--- src/rtl/conv_window_feeder.sv ---
// conv_window_feeder: buffers KERNEL_SIZE image rows per input channel and
// streams sliding-window vectors plus one bias vector to the conv array.
//
// Optional feature macro: CONV_WIN_ZERO_PAD_EN. When defined, each buffered
// row is presented as {0, row, 0} and ARRAY_SIZE must be IMAGE_SIZE-KERNEL_SIZE+3.
// Otherwise ARRAY_SIZE must be IMAGE_SIZE-KERNEL_SIZE+1.
//
// Ports:
//   clk, rst_n    clock, asynchronous active-low reset
//   enable        block enable; low forces IDLE and clears counters/data_out
//   cmd           0=IDLE 1=SHIFT 2=LOAD 3=reserved (treated as IDLE)
//   data_in       external read data, one cycle after ext_rom_addr
//   ack           1-cycle pulse: 1=SHIFT_FIN 2=LOAD_FIN 3=ERR
//   ext_rom_addr  external read address (wraps)
//   data_out      window vector, lane 0 at MSBs
//   data_valid    data_out holds a window or bias vector
module conv_window_feeder #(
    parameter int unsigned DATA_WIDTH  = 32,
    parameter int unsigned KERNEL_SIZE = 3,
    parameter int unsigned IMAGE_SIZE  = 8,
`ifdef CONV_WIN_ZERO_PAD_EN
    parameter int unsigned ARRAY_SIZE  = 8,
`else
    parameter int unsigned ARRAY_SIZE  = 6,
`endif
    parameter int unsigned CHANNELS    = 2,
    parameter int unsigned ADDR_WIDTH  = 16,
    parameter logic [DATA_WIDTH-1:0] BIAS_VALUE = DATA_WIDTH'(32'h3F800000)
) (
    input  logic                           clk,
    input  logic                           rst_n,
    input  logic                           enable,
    input  logic [1:0]                     cmd,
    input  logic [DATA_WIDTH-1:0]          data_in,
    output logic [1:0]                     ack,
    output logic [ADDR_WIDTH-1:0]          ext_rom_addr,
    output logic [ARRAY_SIZE*DATA_WIDTH-1:0] data_out,
    output logic                           data_valid
);

`ifdef CONV_WIN_ZERO_PAD_EN
    localparam int unsigned PAD = 1;
`else
    localparam int unsigned PAD = 0;
`endif
    localparam int unsigned PW   = IMAGE_SIZE + 2 * PAD;
    localparam int unsigned NW   = CHANNELS * IMAGE_SIZE;
    localparam int unsigned CW   = (CHANNELS > 1) ? $clog2(CHANNELS) : 1;
    localparam int unsigned RW   = $clog2(KERNEL_SIZE);
    localparam int unsigned RW1  = RW + 1;
    localparam int unsigned COLW = $clog2(IMAGE_SIZE);
    localparam int unsigned LCW  = $clog2(NW + 1);
    localparam int unsigned RLW  = $clog2(KERNEL_SIZE + 1);

    localparam logic [1:0] S_IDLE  = 2'd0;
    localparam logic [1:0] S_LOAD  = 2'd1;
    localparam logic [1:0] S_SHIFT = 2'd2;
    localparam logic [1:0] S_BIAS  = 2'd3;

    localparam logic [1:0] CMD_SHIFT = 2'd1;
    localparam logic [1:0] CMD_LOAD  = 2'd2;

    localparam logic [1:0] ACK_IDLE      = 2'd0;
    localparam logic [1:0] ACK_SHIFT_FIN = 2'd1;
    localparam logic [1:0] ACK_LOAD_FIN  = 2'd2;
    localparam logic [1:0] ACK_ERR       = 2'd3;

    logic [1:0]                 state_q, state_d;
    logic [1:0]                 ack_q, ack_d;
    logic [ADDR_WIDTH-1:0]      addr_q, addr_d;
    logic [LCW-1:0]             cnt_q, cnt_d;
    logic [CW-1:0]              wch_q, wch_d;
    logic [COLW-1:0]            wcol_q, wcol_d;
    logic [CW-1:0]              ch_q, ch_d;
    logic [RW-1:0]              row_q, row_d;
    logic [RW-1:0]              sh_q, sh_d;
    logic [RW-1:0]              wr_row_q, wr_row_d;
    logic [RLW-1:0]             rows_q, rows_d;
    logic [PW*DATA_WIDTH-1:0]   sr_q, sr_d;
    logic                       valid_q, valid_d;
    logic                       wr_en_c;

    logic [DATA_WIDTH-1:0]      buf_q [CHANNELS][KERNEL_SIZE][IMAGE_SIZE];
    logic [RW1-1:0]             row_sum_c;
    logic [RW-1:0]              row_abs_c;
    logic [IMAGE_SIZE*DATA_WIDTH-1:0] row_c;
    logic [PW*DATA_WIDTH-1:0]   padded_c;

    // Next-state, counter and ack logic
    always_comb begin
        state_d  = state_q;
        ack_d    = ACK_IDLE;
        addr_d   = addr_q;
        cnt_d    = cnt_q;
        wch_d    = wch_q;
        wcol_d   = wcol_q;
        ch_d     = ch_q;
        row_d    = row_q;
        sh_d     = sh_q;
        wr_row_d = wr_row_q;
        rows_d   = rows_q;
        wr_en_c  = 1'b0;

        case (state_q)
            S_IDLE: begin
                if (cmd == CMD_LOAD) begin
                    state_d = S_LOAD;
                    cnt_d   = '0;
                    wch_d   = '0;
                    wcol_d  = '0;
                end else if (cmd == CMD_SHIFT) begin
                    if (rows_q == RLW'(KERNEL_SIZE)) begin
                        state_d = S_SHIFT;
                        ch_d    = '0;
                        row_d   = '0;
                        sh_d    = '0;
                    end else begin
                        ack_d = ACK_ERR;
                    end
                end
            end
            S_LOAD: begin
                cnt_d = cnt_q + LCW'(1);
                if (cnt_q != LCW'(NW)) addr_d = addr_q + ADDR_WIDTH'(1);
                // data_in lags its address by one cycle, so writes start on count 1
                if (cnt_q != '0) begin
                    wr_en_c = 1'b1;
                    if (wcol_q == COLW'(IMAGE_SIZE - 1)) begin
                        wcol_d = '0;
                        wch_d  = wch_q + CW'(1);
                    end else begin
                        wcol_d = wcol_q + COLW'(1);
                    end
                end
                if (cnt_q == LCW'(NW)) begin
                    state_d  = S_IDLE;
                    ack_d    = ACK_LOAD_FIN;
                    cnt_d    = '0;
                    wr_row_d = (wr_row_q == RW'(KERNEL_SIZE - 1)) ? '0 : wr_row_q + RW'(1);
                    if (rows_q != RLW'(KERNEL_SIZE)) rows_d = rows_q + RLW'(1);
                end
            end
            S_SHIFT: begin
                // Loop order: channel outer, row middle, shift inner
                if (sh_q == RW'(KERNEL_SIZE - 1)) begin
                    sh_d = '0;
                    if (row_q == RW'(KERNEL_SIZE - 1)) begin
                        row_d = '0;
                        if (ch_q == CW'(CHANNELS - 1)) begin
                            ch_d    = '0;
                            state_d = S_BIAS;
                        end else begin
                            ch_d = ch_q + CW'(1);
                        end
                    end else begin
                        row_d = row_q + RW'(1);
                    end
                end else begin
                    sh_d = sh_q + RW'(1);
                end
            end
            S_BIAS: begin
                ack_d = ACK_SHIFT_FIN;
                if (cmd == CMD_LOAD) begin
                    state_d = S_LOAD;
                    cnt_d   = '0;
                    wch_d   = '0;
                    wcol_d  = '0;
                end else if (cmd == CMD_SHIFT) begin
                    state_d = S_SHIFT;
                    ch_d    = '0;
                    row_d   = '0;
                    sh_d    = '0;
                end else begin
                    state_d = S_IDLE;
                end
            end
            default: state_d = S_IDLE;
        endcase

        // Disable keeps buffers, address and row bookkeeping, clears the rest
        if (!enable) begin
            state_d  = S_IDLE;
            ack_d    = ACK_IDLE;
            addr_d   = addr_q;
            cnt_d    = '0;
            wch_d    = '0;
            wcol_d   = '0;
            ch_d     = '0;
            row_d    = '0;
            sh_d     = '0;
            wr_row_d = wr_row_q;
            rows_d   = rows_q;
            wr_en_c  = 1'b0;
        end
    end

    // Window datapath: output register follows the state being entered
    always_comb begin
        row_sum_c = {1'b0, wr_row_q} + {1'b0, row_d};
        if (row_sum_c >= RW1'(KERNEL_SIZE)) row_sum_c = row_sum_c - RW1'(KERNEL_SIZE);
        row_abs_c = row_sum_c[RW-1:0];

        row_c = '0;
        for (int unsigned i = 0; i < IMAGE_SIZE; i++) begin
            row_c[(IMAGE_SIZE-1-i)*DATA_WIDTH +: DATA_WIDTH] = buf_q[ch_d][row_abs_c][i];
        end
`ifdef CONV_WIN_ZERO_PAD_EN
        padded_c = {{DATA_WIDTH{1'b0}}, row_c, {DATA_WIDTH{1'b0}}};
`else
        padded_c = row_c;
`endif

        sr_d    = '0;
        valid_d = 1'b0;
        if (state_d == S_SHIFT) begin
            valid_d = 1'b1;
            if (sh_d == '0) sr_d = padded_c;
            else            sr_d = {sr_q[PW*DATA_WIDTH-DATA_WIDTH-1:0], {DATA_WIDTH{1'b0}}};
        end else if (state_d == S_BIAS) begin
            valid_d = 1'b1;
            sr_d    = {PW{BIAS_VALUE}};
        end
    end

    // Control and output registers
    always_ff @(posedge clk or negedge rst_n) begin
        if (!rst_n) begin
            state_q  <= S_IDLE;
            ack_q    <= ACK_IDLE;
            addr_q   <= '0;
            cnt_q    <= '0;
            wch_q    <= '0;
            wcol_q   <= '0;
            ch_q     <= '0;
            row_q    <= '0;
            sh_q     <= '0;
            wr_row_q <= '0;
            rows_q   <= '0;
            sr_q     <= '0;
            valid_q  <= 1'b0;
        end else begin
            state_q  <= state_d;
            ack_q    <= ack_d;
            addr_q   <= addr_d;
            cnt_q    <= cnt_d;
            wch_q    <= wch_d;
            wcol_q   <= wcol_d;
            ch_q     <= ch_d;
            row_q    <= row_d;
            sh_q     <= sh_d;
            wr_row_q <= wr_row_d;
            rows_q   <= rows_d;
            sr_q     <= sr_d;
            valid_q  <= valid_d;
        end
    end

    // Line buffers carry no reset
    always_ff @(posedge clk) begin
        if (wr_en_c) buf_q[wch_q][wr_row_q][wcol_q] <= data_in;
    end

    assign ack          = ack_q;
    assign ext_rom_addr = addr_q;
    assign data_out     = sr_q[PW*DATA_WIDTH-1 -: ARRAY_SIZE*DATA_WIDTH];
    assign data_valid   = valid_q;

endmodule
--- config.mk ---
export PLATFORM = sky130hd
export DESIGN_NAME = conv_window_feeder
export DESIGN_NICKNAME = d
export VERILOG_FILES = /design/src/rtl/conv_window_feeder.sv
export SDC_FILE = /design/constraint.sdc
export NUM_CORES = 2
export LEC_CHECK = 0
export ABC_AREA = 1
export BUFFER_PORTS_ARGS = -buffer_cell sky130_fd_sc_hd__buf_2
export CAP_MARGIN = 20
export CORE_MARGIN = 4
export CORE_UTILIZATION = 32
export CTS_CLUSTER_DIAMETER = 60
export DETAILED_ROUTE_END_ITERATION = 7
export GPL_ROUTABILITY_DRIVEN = 0
export HOLD_SLACK_MARGIN = 0.02
export PLACE_DENSITY = 0.58
export SYNTH_ARGS = -nofsm -noshare
export SYNTH_HDL_FRONTEND = slang
export SYNTH_SLANG_ARGS = --single-unit
--- constraint.sdc ---
create_clock -name clk -period 4 [get_ports clk]
set_input_delay 0.8 -clock clk [delete_from_list [all_inputs] [get_ports clk]]
set_output_delay 0.8 -clock clk [all_outputs]
set_load 0.01 [all_outputs]
# After elaboration in Yosys (flattened, before gate mapping)
# Memory sizes are Yosys's and may differ from the RTL's.
# Index checks and enable logic that the tools add are counted.
[op_classes]
n_addsub = 11
order_cmp = 6
n_eq_ne = 19
mux = 77
bitwise = 3
reduce_logical = 12
[op_table]
columns = ["operator", "n"]
rows = [
  ["$mux W256", 5],
  ["$mux W768", 1],
  ["$bmux W256 S2", 1],
  ["$demux W256 S2", 1],
  ["$mux W254", 1],
  ["$demux W32 S3", 1],
  ["$mux W2", 32],
  ["$mux W32", 1],
  ["$mux W1", 19],
  ["$eq A2 B2 Y1 const B", 9],
  ["$pmux W2 S3", 3],
  ["$add A16 B1 Y16 const B", 1],
  ["$mux W5", 3],
  ["$mux W3", 4],
  ["$pmux W5 S2", 1],
  ["$reduce_and A3 Y1", 3],
  ["$add A2 B1 Y2 const B", 4],
  ["$pmux W2 S4", 1],
  ["$reduce_and A4 Y1", 2],
  ["$ge A3 B3 Y1 const B", 2],
  ["$ne A3 B2 Y1 const B", 2],
  ["$ne A3 B3 Y1 const B", 2],
  ["$not A2 Y3", 2],
  ["$pmux W3 S2", 1],
  ["other kinds (22)", 26],
]
[word_totals]
register_bits = 295
ram_bits = 1536
in_bits = 37
out_inout_bits = 211
n_memories = 1
[memory_table]
columns = ["name", "depth", "word_bits", "rd", "rd_clocked_by_memory_dff", "wr", "line", "rtl"]
rows = [
  ["buf_q", 2, 768, 1, 0, 1, "83", "logic [DATA_WIDTH-1:0] buf_q [CHANNELS][KERNEL_SIZE][IMAGE_SIZE];"],
]

# Depth between registers and ports, before layout
[depth]
word_depth = 15
mapped_depth = 26

# Worst setup path after synthesis
# No wires, ideal clock.
[synth_path]
path_kind = "in2reg"
from = "input enable"
to = "memory buf_q[0][448] (netlist name), enable pin"
setup_time_ps = 461
t_arrival_ps = 3815
slack_ps = -277
stages = 7
n_path_buf = 1
path_cell_list = "buf_2 -> nand2_1 -> inv_1 -> nand2_1 -> nor2_1 -> inv_1 -> nor3_1"
[synth_via]
elab_chain_len = 3
[synth_rtl]
columns = ["element", "line", "rtl"]
rows = [
  ["start: declaration", "32", "input logic enable,"],
  ["$mux W1", "182", "if (!enable) begin"],
  ["$mux W1", "261", "if (wr_en_c) buf_q[wch_q][wr_row_q][wcol_q] <= data_in;"],
  ["$mux W768 (not written as such)", "261", ""],
  ["end: declaration", "83", ""],
]
# No other way between the ends.

# Final worst setup path
[layout_path]
from = "register state_q[0]"
to = "register sr_q[159]"
[layout_via]
elab_chain_len = 12
elab_cells_between_ends = 32
classes_between = "2 x add/sub; 1 x order compare; 4 x eq/ne; 21 x mux; 1 x bitwise; 2 x reduce/logical; 1 x memory"
[layout_rtl]
columns = ["element", "line", "rtl"]
rows = [
  ["start: declaration", "68", "logic [1:0] state_q, state_d;"],
  ["start signal: assignment", "243", "state_q <= state_d;"],
  ["$eq A2 B2 Y1 / $logic_not A2 Y1 (equally long branches)", "104", "case (state_q)"],
  ["$pmux W2 S3 *", "104", ""],
  ["$mux W2 *", "182", ""],
  ["net row_d[0]", "75", "logic [RW-1:0] row_q, row_d;"],
  ["$add A2 B2 Y3 *", "200", "row_sum_c = {1'b0, wr_row_q} + {1'b0, row_d};"],
  ["$ge A3 B2 Y1 / $sub A2 B2 Y2 (equally long branches)", "201", "if (row_sum_c >= RW1'(KERNEL_SIZE)) row_sum_c = row_sum_c - RW1'(KERNEL_SIZE);"],
  ["$mux W2 *", "201", ""],
  ["$not A2 Y3 (not written as such) *", "206", "row_c[(IMAGE_SIZE-1-i)*DATA_WIDTH +: DATA_WIDTH] = buf_q[ch_d][row_abs_c][i];"],
  ["$bmux W256 S2 *", "206", ""],
  ["$mux W256 * (2 in a row)", "-", ""],
  ["$mux W256 *", "218", "if (sh_d == '0) sr_d = padded_c;"],
  ["$mux W256 *", "216", "if (state_d == S_SHIFT) begin"],
  ["net sr_d[159]", "79", "logic [PW*DATA_WIDTH-1:0] sr_q, sr_d;"],
  ["end signal: assignment", "254", "sr_q <= sr_d;"],
  ["end: declaration", "79", ""],
]
# Mark *: on every way through the listed nets, which the timed path passes. The rest lies on a longest branch. The select of a mux whose other input is x is not followed.
# A chain may end at the register's enable or synchronous reset.

==> impl_metrics.json <==
{
  "finalCriticalPeriod_ns": 3.984,
  "crit_type": "reg2reg",
  "start_util_pct": 32.15,
  "die_h_um": 499.3,
  "core_um2": 240300,
  "setup_tns_ns": 0,
  "path_max_fanout": 8,
  "drc_errors": 0,
  "clk_pin_slew_ns": 0.06,
  "die_area_um2": 249300,
  "seqCellArea_um2": 53510,
  "min_period_over_period_pct": 99.61,
  "nets": 7286,
  "critPathBufInv": 10,
  "grt_max_degree": 127,
  "skew_ns": 0.06014,
  "finalPower_mw": 43.04,
  "overflow": 0,
  "syn-cell-area_um2": 77250,
  "drive_above_1_share_pct": 14.64,
  "fp.dieW_um": 499.3,
  "grt_pass1_wl_um": 351200,
  "placed_cells": 10180,
  "rsz0062_at_grt": "yes",
  "yosys_register_bits": 1831,
  "boundaryPins": 248,
  "outcome": "complete, no violations",
  "n_fill_cell": 22890,
  "yosys.area_share.xor_xnor_pct": 0.1701,
  "grt_pass1_vias": 50160,
  "clock-sinks": 1831,
  "insertion_delay_ns": 0.86,
  "synth_top_family_by_area": "simple AND/OR/NAND/NOR gates",
  "setup_ws_ns": 0.01567,
  "routed_wl_um": 244200,
  "antenna_found_initial": 35,
  "slew_viol_final": 0,
  "hpwl_um": 143000,
  "port_buffers": 247,
  "cpPeakStageDelay_ns": 0.58,
  "synth_edf_count": 1536,
  "synth_cells": 7110,
  "clockRootBuffer": "clkbuf_16",
  "synth_top_flop_cell": "edfxtp_1",
  "fin_util_pct": 37.71,
  "setup_viol": 0,
  "gr-usage-all-layers_pct": 18.90,
  "vias": 53170,
  "avgRoutedWirePerCell_um": 23.04,
  "place_ws_ns": -0.6640,
  "cts_tree": "built",
  "holdCritPathClass": "in2reg",
  "fmax_ghz": 0.2510,
  "crit_required_ns": 4.73,
  "synth_compound_area_share_pct": 4.305,
  "yosys-mux-area-fraction_pct": 0.02915,
  "slew_headroom_pct": 21.33,
  "path_cells": "inv_1, ha_2, nand2_1, nand3_2, nand2_1, a21oi_2, ha_2, inv_2, fa_1, inv_2, ha_4, o31ai_4, buf_6, inv_8, nor2_4, buf_12, buf_12, buf_12, buf_4, nand2_1, inv_1, a21oi_1, a21oi_1",
  "drt-pass1-iter-count": 6,
  "htreeDepth": 4,
  "synth_warnings": 0,
  "critPathTopFamily": "adder cells",
  "synth_cell_types": 39,
  "synth-simple-area-share_pct": 17.63,
  "maxCapViolCount": 0,
  "ys_async_sr_fraction_pct": 16.11,
  "cp-start-kind": "flop",
  "drt_iter0_markers": 5755,
  "row_count": 180,
  "multi_input_area_um2": 18230,
  "worstPathArrival_ns": 4.72,
  "synth-adder-area-share_pct": 0.2203,
  "final_antenna_net_count": 0,
  "avgSynthCellArea_um2": 10.87,
  "worst_pin_slew_ns": 1.180,
  "cts_inserted_buffers": 192,
  "syn_nets": 7160,
  "power-per-cell-area_nw_per_um2": 474.9,
  "cp_slowest_cell": "fa_1",
  "p_leak_nw": 37.46,
  "yosysSeqAreaShare_pct": 69.26,
  "hold_viol": 0,
  "cts.path.max_buffers": 3,
  "routed_via_density": 5.018,
  "instances_no_fill": 10600,
  "syn2layout_area_growth_pct": 17.31,
  "ir_drop_uv": 362.2,
  "end_kind": "flop"
}
[layout by cell type (no fill, tap or decap), types with 7 or more instances in the layout]
| master | instances |
|---|---|
| nand3_1 | 1216 |
| nor2_1 | 236 |
| inv_2 | 54 |
| inv_1 | 774 |
| ha_1 | 7 |
| xor2_1 | 9 |
| clkbuf_16 | 202 |
| nand2_1 | 1475 |
| dfrtp_1 | 293 |
| nor3_4 | 10 |
| nor3_1 | 14 |
| clkbuf_8 | 18 |
| o21ai_0 | 185 |
| bufinv_16 | 17 |
| o21ai_1 | 50 |
| buf_2 | 244 |
| clkbuf_1 | 39 |
| buf_4 | 172 |
| edfxtp_1 | 1536 |
| nor2_4 | 37 |
| buf_16 | 10 |
| clkinv_2 | 42 |
| diode_2 | 8 |
| a21oi_2 | 39 |
| buf_6 | 24 |
| nand2_2 | 25 |
| buf_12 | 94 |
| a21oi_1 | 370 |
| nand3b_1 | 67 |
| clkinv_1 | 26 |
| nand2_4 | 30 |
[logic make-up after synthesis]
family	count (synthesis)
DFF	1831
and+or+nand+nor	3131
AOI/OAI and AO/OA	657
xor gates and xnor gates	15
adders and majority gates	13
muxes	2
buffers and inverters	1461
[power by group]
part           switching (mW)  leakage, nW  internal, mW
combinational            2.59         16.5         0.980
sequential              0.378         17.8          21.0
clock                    7.72         3.16          10.4
total                    10.7         37.5          32.4
[cells in the mapped netlist (all sizes together), types with 12 or more instances]
cell type / instances / area (um2)
nand2: 1533 / 5762
nand3b: 67 / 503.0
nor3: 28 / 140.1
edfxtp: 1536 / 46120
o21ai: 237 / 1186
inv: 830 / 3115
dfrtp: 295 / 7382
nor2: 277 / 1057
ha: 12 / 150.1
a21oi: 410 / 2063
buf: 426 / 2592
clkbuf: 203 / 762.0
nand3: 1220 / 6116
[repair_timing]
action / 4_1_cts / 5_1_grt
gates cloned: 5 / 8
setup buffers: 2 / 31
resized for setup: 10 / 227
hold buffers: 1 / 0
endpoints found under the setup margin: 151 / 256
pin swaps: 4 / 85
endpoints found under the hold margin: 9 / 0
[per-stage QoR]
step / area (um2) / hold slack (ns)
after floorplan: 77300 / 0.4480
after global routing: 90600 / 0.2933
final: 90620 / 0.3016
after global placement: 82750 / 0.4574
after detailed placement: 82750 / 0.4682
after CTS: 89420 / 0.2978
[layer usage]
metal | wire, um | share of wire (%) | GRT usage [%]
met4 | 8123 | 3.3 | 6.888
met2 | 118500 | 49 | 31.20
met3 | 19110 | 7.8 | 3.353
met5 | 159 | 0.065 | 0
met1 | 98250 | 40 | 24.99
[final timing paths]
check                                  from               end  slack (ns)  depth (start not counted)
max                              state_q[0]         sr_q[159]        0.02                         23
min                             data_in[31]     buf_q[0][639]        0.30                          1
max reg2reg                      state_q[0]         sr_q[159]        0.02                         23
min reg2reg                ext_rom_addr[15]  ext_rom_addr[15]        0.47                          1
max in group asynchronous             rst_n         sr_q[123]        2.48                          3
min in group asynchronous             rst_n         sr_q[227]        0.57                          2
[state kept, by name (all words and copies together), names as in the netlist, 2 cells and up]
| signal | cells |
|---|---|
| ack | 2 |
| buf_q | 1536 |
| cnt_q | 5 |
| ext_rom_addr | 16 |
| row_q | 2 |
| rows_q | 2 |
| sh_q | 2 |
| sr_q | 256 |
| state_q | 2 |
| wcol_q | 3 |
| wr_row_q | 2 |
[area by class of cell]
class | instances | share of cell area (%)
clock inverters | 110 | 1.310
clock buffers | 251 | 5.792
repair buffers | 561 | 5.854
inverters | 832 | 3.468
multi-input cells | 3818 | 20.11
well taps | 3185 | 4.397
flip-flops and latches | 1831 | 59.04
diodes | 8 | 0.02209
Power figures use the tool's default switching activity.
